## src/rtl/hazard_ctrl_if.sv

```systemverilog
// Pipeline-to-hazard-unit signal bundle: register IDs and stage flags in,
// forwarding selects, stalls, flushes and status out.
interface hazard_ctrl_if #(
  parameter int CNT_W = 32
);
  logic [4:0]       rs1D, rs2D, rs1E, rs2E;
  logic [4:0]       rdE, rdM, rdW;
  logic             regWriteM, regWriteW;
  logic             loadE, pcSrcE;
  logic             memReqM, memReadyM;
  logic [1:0]       forwardAE, forwardBE;
  logic             stallF, stallD, stallE, stallM;
  logic             flushD, flushE, flushW;
  logic             mem_err;
  logic [CNT_W-1:0] stall_cnt;

  modport master (
    output rs1D, rs2D, rs1E, rs2E, rdE, rdM, rdW,
           regWriteM, regWriteW, loadE, pcSrcE, memReqM, memReadyM,
    input  forwardAE, forwardBE, stallF, stallD, stallE, stallM,
           flushD, flushE, flushW, mem_err, stall_cnt
  );

  modport slave (
    input  rs1D, rs2D, rs1E, rs2E, rdE, rdM, rdW,
           regWriteM, regWriteW, loadE, pcSrcE, memReqM, memReadyM,
    output forwardAE, forwardBE, stallF, stallD, stallE, stallM,
           flushD, flushE, flushW, mem_err, stall_cnt
  );
endinterface

```

## src/rtl/hazard_ctrl.sv

```systemverilog
// Hazard and forwarding controller for the 5-stage core: operand forwarding,
// load-use / branch / memory-wait stall and flush, memory timeout tracking.
module hazard_ctrl #(
  parameter int MEM_TIMEOUT = 64,
  parameter int CNT_W       = 32
) (
  input  logic          clk,
  input  logic          rst,
  hazard_ctrl_if.slave  hz
);

  localparam int WAIT_W = $clog2(MEM_TIMEOUT + 1);

  typedef enum logic {S_RUN, S_WAIT} state_t;

  state_t             state, next_state;
  logic [WAIT_W-1:0]  wait_cnt;
  logic               mem_err_q;
  logic [CNT_W-1:0]   stall_cnt_q;
  logic               mem_stall, lw_stall;

  // Memory stage has the younger result, so it wins over Writeback; x0 never forwards.
  function automatic logic [1:0] fwd_sel(input logic [4:0] rs,
                                         input logic [4:0] rd_m, input logic wr_m,
                                         input logic [4:0] rd_w, input logic wr_w);
    if (wr_m && rd_m != 5'd0 && rd_m == rs)      return 2'b10;
    else if (wr_w && rd_w != 5'd0 && rd_w == rs) return 2'b01;
    else                                         return 2'b00;
  endfunction

  always_comb begin
    mem_stall = hz.memReqM && !hz.memReadyM;
    lw_stall  = hz.loadE && hz.rdE != 5'd0 &&
                (hz.rdE == hz.rs1D || hz.rdE == hz.rs2D);
  end

  always_ff @(posedge clk) begin
    if (rst) state <= S_RUN;
    else     state <= next_state;
  end

  // A dropped request also ends the wait; a timeout keeps us waiting.
  always_comb begin
    next_state = state;
    case (state)
      S_RUN:   if (mem_stall) next_state = S_WAIT;
      S_WAIT:  if (hz.memReadyM || !hz.memReqM) next_state = S_RUN;
      default: next_state = S_RUN;
    endcase
  end

  always_ff @(posedge clk) begin
    if (rst) begin
      wait_cnt    <= '0;
      mem_err_q   <= 1'b0;
      stall_cnt_q <= '0;
    end else begin
      if (next_state == S_WAIT) begin
        if (wait_cnt != WAIT_W'(MEM_TIMEOUT)) wait_cnt <= wait_cnt + 1'b1;
      end else begin
        wait_cnt <= '0;
      end
      if (wait_cnt == WAIT_W'(MEM_TIMEOUT)) mem_err_q <= 1'b1;
      if (hz.stallF && stall_cnt_q != {CNT_W{1'b1}}) stall_cnt_q <= stall_cnt_q + 1'b1;
    end
  end

  // A frozen pipeline defers load-use and branch handling until memory responds.
  always_comb begin
    hz.forwardAE = 2'b00;
    hz.forwardBE = 2'b00;
    hz.stallF    = 1'b0;
    hz.stallD    = 1'b0;
    hz.stallE    = 1'b0;
    hz.stallM    = 1'b0;
    hz.flushD    = 1'b0;
    hz.flushE    = 1'b0;
    hz.flushW    = 1'b0;
    if (rst) begin
      hz.flushD = 1'b1;
      hz.flushE = 1'b1;
      hz.flushW = 1'b1;
    end else begin
      hz.forwardAE = fwd_sel(hz.rs1E, hz.rdM, hz.regWriteM, hz.rdW, hz.regWriteW);
      hz.forwardBE = fwd_sel(hz.rs2E, hz.rdM, hz.regWriteM, hz.rdW, hz.regWriteW);
      if (mem_stall) begin
        hz.stallF = 1'b1;
        hz.stallD = 1'b1;
        hz.stallE = 1'b1;
        hz.stallM = 1'b1;
        hz.flushW = 1'b1;
      end else begin
        hz.stallF = lw_stall;
        hz.stallD = lw_stall;
        hz.flushE = lw_stall || hz.pcSrcE;
        hz.flushD = hz.pcSrcE;
      end
    end
  end

  assign hz.mem_err   = mem_err_q;
  assign hz.stall_cnt = stall_cnt_q;

endmodule

```

## src/flat_wrapper.sv

```systemverilog
// flat-port wrapper written by rule: the top's interface ports become plain ports
module hazard_ctrl_flat 
#(
  parameter int MEM_TIMEOUT = 64,
  parameter int CNT_W       = 32
)
  (clk, rst, hz_rs1D, hz_rs2D, hz_rs1E, hz_rs2E, hz_rdE, hz_rdM, hz_rdW, hz_regWriteM, hz_regWriteW, hz_loadE, hz_pcSrcE, hz_memReqM, hz_memReadyM, hz_forwardAE, hz_forwardBE, hz_stallF, hz_stallD, hz_stallE, hz_stallM, hz_flushD, hz_flushE, hz_flushW, hz_mem_err, hz_stall_cnt);
  hazard_ctrl_if #(.CNT_W(CNT_W)) hz_i ();
  input  logic clk;
  input  logic rst;
  input wire logic [$bits(hz_i.rs1D)-1:0] hz_rs1D;
  input wire logic [$bits(hz_i.rs2D)-1:0] hz_rs2D;
  input wire logic [$bits(hz_i.rs1E)-1:0] hz_rs1E;
  input wire logic [$bits(hz_i.rs2E)-1:0] hz_rs2E;
  input wire logic [$bits(hz_i.rdE)-1:0] hz_rdE;
  input wire logic [$bits(hz_i.rdM)-1:0] hz_rdM;
  input wire logic [$bits(hz_i.rdW)-1:0] hz_rdW;
  input wire logic [$bits(hz_i.regWriteM)-1:0] hz_regWriteM;
  input wire logic [$bits(hz_i.regWriteW)-1:0] hz_regWriteW;
  input wire logic [$bits(hz_i.loadE)-1:0] hz_loadE;
  input wire logic [$bits(hz_i.pcSrcE)-1:0] hz_pcSrcE;
  input wire logic [$bits(hz_i.memReqM)-1:0] hz_memReqM;
  input wire logic [$bits(hz_i.memReadyM)-1:0] hz_memReadyM;
  output wire logic [$bits(hz_i.forwardAE)-1:0] hz_forwardAE;
  output wire logic [$bits(hz_i.forwardBE)-1:0] hz_forwardBE;
  output wire logic [$bits(hz_i.stallF)-1:0] hz_stallF;
  output wire logic [$bits(hz_i.stallD)-1:0] hz_stallD;
  output wire logic [$bits(hz_i.stallE)-1:0] hz_stallE;
  output wire logic [$bits(hz_i.stallM)-1:0] hz_stallM;
  output wire logic [$bits(hz_i.flushD)-1:0] hz_flushD;
  output wire logic [$bits(hz_i.flushE)-1:0] hz_flushE;
  output wire logic [$bits(hz_i.flushW)-1:0] hz_flushW;
  output wire logic [$bits(hz_i.mem_err)-1:0] hz_mem_err;
  output wire logic [$bits(hz_i.stall_cnt)-1:0] hz_stall_cnt;
  assign hz_i.rs1D = hz_rs1D;
  assign hz_i.rs2D = hz_rs2D;
  assign hz_i.rs1E = hz_rs1E;
  assign hz_i.rs2E = hz_rs2E;
  assign hz_i.rdE = hz_rdE;
  assign hz_i.rdM = hz_rdM;
  assign hz_i.rdW = hz_rdW;
  assign hz_i.regWriteM = hz_regWriteM;
  assign hz_i.regWriteW = hz_regWriteW;
  assign hz_i.loadE = hz_loadE;
  assign hz_i.pcSrcE = hz_pcSrcE;
  assign hz_i.memReqM = hz_memReqM;
  assign hz_i.memReadyM = hz_memReadyM;
  assign hz_forwardAE = hz_i.forwardAE;
  assign hz_forwardBE = hz_i.forwardBE;
  assign hz_stallF = hz_i.stallF;
  assign hz_stallD = hz_i.stallD;
  assign hz_stallE = hz_i.stallE;
  assign hz_stallM = hz_i.stallM;
  assign hz_flushD = hz_i.flushD;
  assign hz_flushE = hz_i.flushE;
  assign hz_flushW = hz_i.flushW;
  assign hz_mem_err = hz_i.mem_err;
  assign hz_stall_cnt = hz_i.stall_cnt;
  hazard_ctrl #(.MEM_TIMEOUT(MEM_TIMEOUT), .CNT_W(CNT_W)) u_core (.clk(clk), .rst(rst), .hz(hz_i));
endmodule
```

## config.mk

```make
export PLATFORM = sky130hd
export DESIGN_NAME = hazard_ctrl_flat
export DESIGN_NICKNAME = d
export VERILOG_FILES = /design/src/rtl/hazard_ctrl_if.sv /design/src/rtl/hazard_ctrl.sv /design/src/flat_wrapper.sv
export SDC_FILE = /design/constraint.sdc
export NUM_CORES = 1
export LEC_CHECK = 0
export CORE_MARGIN = 2
export CORE_UTILIZATION = 30
export CTS_BUF_LIST = sky130_fd_sc_hd__clkbuf_16
export DETAILED_ROUTE_END_ITERATION = 7
export PLACE_DENSITY = 0.57
export RECOVER_POWER = 100
export SLEW_MARGIN = 10
export SYNTH_ARGS = -nofsm -noshare
export SYNTH_HDL_FRONTEND = slang
export SYNTH_SLANG_ARGS = --single-unit
```

## constraint.sdc

```tcl
create_clock -name clk -period 6.2 [get_ports clk]
set_clock_uncertainty 0.05 [all_clocks]
set_input_delay 1.55 -clock clk [delete_from_list [all_inputs] [get_ports clk]]
set_output_delay 1.55 -clock clk [all_outputs]
set_load 0.005 [all_outputs]
```

==> qor.csv <==
stage;metric;value;unit
routing;Routed WL per cell;13.3;um
die;Initial Util;0.303;
routing;# DRC;0;
clock_network;Setup Buffers After CTS;0;
synthesis;ys flop type;dfxtp_1;
routing;Pre-antenna DRT Iters;4;
synthesis;YS warnings;0;
routing;Routed Antenna Nets;0;
synthesis;Syn Inst Count;296;
placement;GP Congestion;0.794;
clock_network;CTS tree;done;
grt;vias in the first global route;2293;
placement;HPWL after DPL;4.75;mm
clock_network;CTS clk-pin slew, worst paths;0.05;ns
synthesis;Post-Synthesis Net Count;342;
synthesis;Async SR Flop Fraction;0;
synthesis;Yosys reg bits;40;
final_layout;Area Overhead vs Synth;43.8;%
grt;largest net degree at the start of global routing;51;
status;outcome;finished with violations;
grt;grt met2 use;0.248;
die;Die ar.;8930;um^2
sta;max_slew headroom;-0.471;
clock_network;hold_buf cts;0;
sta;setup_tns;0;ns
synthesis;Synth Area in Simple Gates;0.309;
synthesis;post-synthesis mux area share;0.0270;
sta;Worst-Margin Slew;2.21;ns
synthesis;Cell Area, Synth;2460;um^2
sta;fmax;176;MHz
sta;final setup fails;0;
synthesis;Synth Area per Inst;8.30;um^2
routing;via count;2418;
sta;RSZ-0062 raised after global routing;false;
sta;minimum clock period;5.67;ns
die;Core Rows;33;
run;Max-Cap Viols;1;
synthesis;Post-synth EDFFs;0;
power;Leak;1.29;nW
synthesis;XOR/XNOR Fraction of Synth Area;0.160;
routing;vias per cell;5.01;
placement;Placed Cells;475;
clock_network;CTS Buf Count;5;
sta;fin crit share;0.915;
grt;Most Crowded Layer GR;met2;
critical_path;data arrival time of the worst path;4.07;ns
die;die width;94.5;um
sta;hold_ws;0.394;ns
synthesis;adder-cell share of the synthesized area;0.0153;
final_layout;Final Util;0.436;
final_layout;# diodes;0;
grt;GR Layer Usage met3;0.0295;
final_layout;Nets;423;
status;failing checks;max-capacitance violations, max-slew violations;
critical_path;Crit Path Max Fanout;50;
routing;Post-Route WL;6.44;mm
grt;initial antenna violation count;0;
grt;total grt overflow;0;
critical_path;critical setup path kind;input port to primary output;
grt;Total GRT Usage;0.147;
sta;final hold vios;0;
synthesis;sequential cell area fraction in the yosys report;0.326;
placement;# port buffers;86;
final_layout;post-route cell area;3530;um^2
clock_network;CTS H-tree lvls;2;
die;Core Area;8090;um^2
synthesis;Synth cell types;39;
sta;Max Slew Vio Count;51;
placement;Placed Area;3390;um^2
final_layout;share of cells above drive strength 1;0.0344;
clock_network;Root Buffer;clkbuf_16;
power;peak supply drop;0.000105;V
synthesis;largest family of logic cells by synthesized area;simple AND/OR/NAND/NOR gates;
power;pwr/cell area;181;nW/um^2
die;Ports;87;
critical_path;crit end category;primary output;
final_layout;commonest non-fill, non-tap cell in the layout;clkdlybuf4s50_1;
synthesis;Synth Area in Compound Gates;0.124;
critical_path;Setup crit start kind;input port;
final_layout;fin cells;483;
final_layout;commonest cells after routing, fill and taps aside;45 x clkdlybuf4s50_1, 40 x dlygate4sd3_1, 40 x dfxtp_1, 27 x nor2_1, 24 x xnor2_1;
die;Vert. Die Dim;94.5;um
min_path;HP Class;register to register;
clock_network;CTS max path bufs;2;
critical_path;CP required;4.60;ns
grt;global-route wire length before repair;10.7;mm
clock_network;worst-skew pair later-pin latency;0.29;ns
clock_network;clock sinks;40;
grt;met1 GRT Util;0.191;
routing;Iteration-0 DRC Markers;84;
clock_network;CTS resizes;0;
## worst max-delay path, stage by stage
cell and delay [ns]:
buf_2 0.09, clkbuf_1 1.56, nor2_1 0.18, dlygate4sd3_1 0.68
## registers in the layout, indices dropped and copies added, names as in the netlist
name                 count
u_core.hz.mem_err        1
u_core.hz.stall_cnt     32
u_core.wait_cnt          7
## Yosys cell counts (all sizes together), types with 7 or more instances
| master | n | area share |
|---|---|---|
| xnor2 | 24 | 0.086 |
| or4 | 18 | 0.057 |
| a21oi | 17 | 0.035 |
| clkbuf | 9 | 0.014 |
| nand4 | 7 | 0.020 |
| nand3 | 21 | 0.043 |
| nor2 | 27 | 0.041 |
| inv | 9 | 0.014 |
| xor2 | 21 | 0.075 |
| o31ai | 10 | 0.031 |
| nand2 | 18 | 0.031 |
| dfxtp | 40 | 0.33 |
| o21ai | 11 | 0.024 |
| nor2b | 8 | 0.020 |
| nor4 | 9 | 0.023 |
## area by class of cell
type                       count  area, um^2
clock buffer                   5         125
clock inverter                 3        42.5
fill                         833        4560
inverter                       9        33.8
multi-input combinational    234        1540
sequential                    40         801
tap                          105         131
timing repair buffer          87         860
## through the flow
stage	total power [mW]	setup slack, ns
2_1_floorplan	0.307	1.82
3_3_place_gp	0.353	0.681
3_5_place_dp	0.353	0.702
4_1_cts	0.650	0.683
5_1_grt	0.667	0.304
6_report	0.640	0.530
## power by group
| part | leakage (nW) | switching, mW | internal (mW) | total (mW) |
|---|---|---|---|---|
| logic | 0.883 | 0.0385 | 0.0466 | 0.0851 |
| registers | 0.322 | 0.00173 | 0.258 | 0.260 |
| clock network | 0.0814 | 0.106 | 0.189 | 0.295 |
| total | 1.29 | 0.146 | 0.494 | 0.640 |
## path summary, 6_finish.rpt
kind	from	end	slack [ns]	depth (start not counted)
worst max-delay path	rst	hz_stallF	0.53	4
worst min register to register	u_core.hz.mem_err	u_core.hz.mem_err	0.39	2
worst min-delay path	u_core.hz.mem_err	u_core.hz.mem_err	0.39	2
worst max register to register	u_core.hz.stall_cnt[0]	u_core.hz.stall_cnt[15]	3.35	7
## routing by layer
| layer | wire length, um | vias to the layer above |
|---|---|---|
| li1 | - | 1228 |
| met2 | 2950 | 67 |
| met3 | 399 | 3 |
| met4 | 42 | 0 |
| met1 | 3040 | 1120 |
| met5 | 0 | - |
## cells by family (layout without fill, tap and decap cells)
| kind of cell | Yosys count | after routing |
|---|---|---|
| XOR/XNOR | 45 | 45 |
| multiplexers | 6 | 6 |
| adder cells (fa/ha/maj) | 3 | 3 |
| AND/OR/NAND/NOR | 136 | 136 |
| buffers and inverters | 22 | 104 |
| flip-flops | 40 | 40 |
| AO/OA/AOI/OAI | 44 | 44 |
Note: power is estimated with default switching activity, not from simulation.
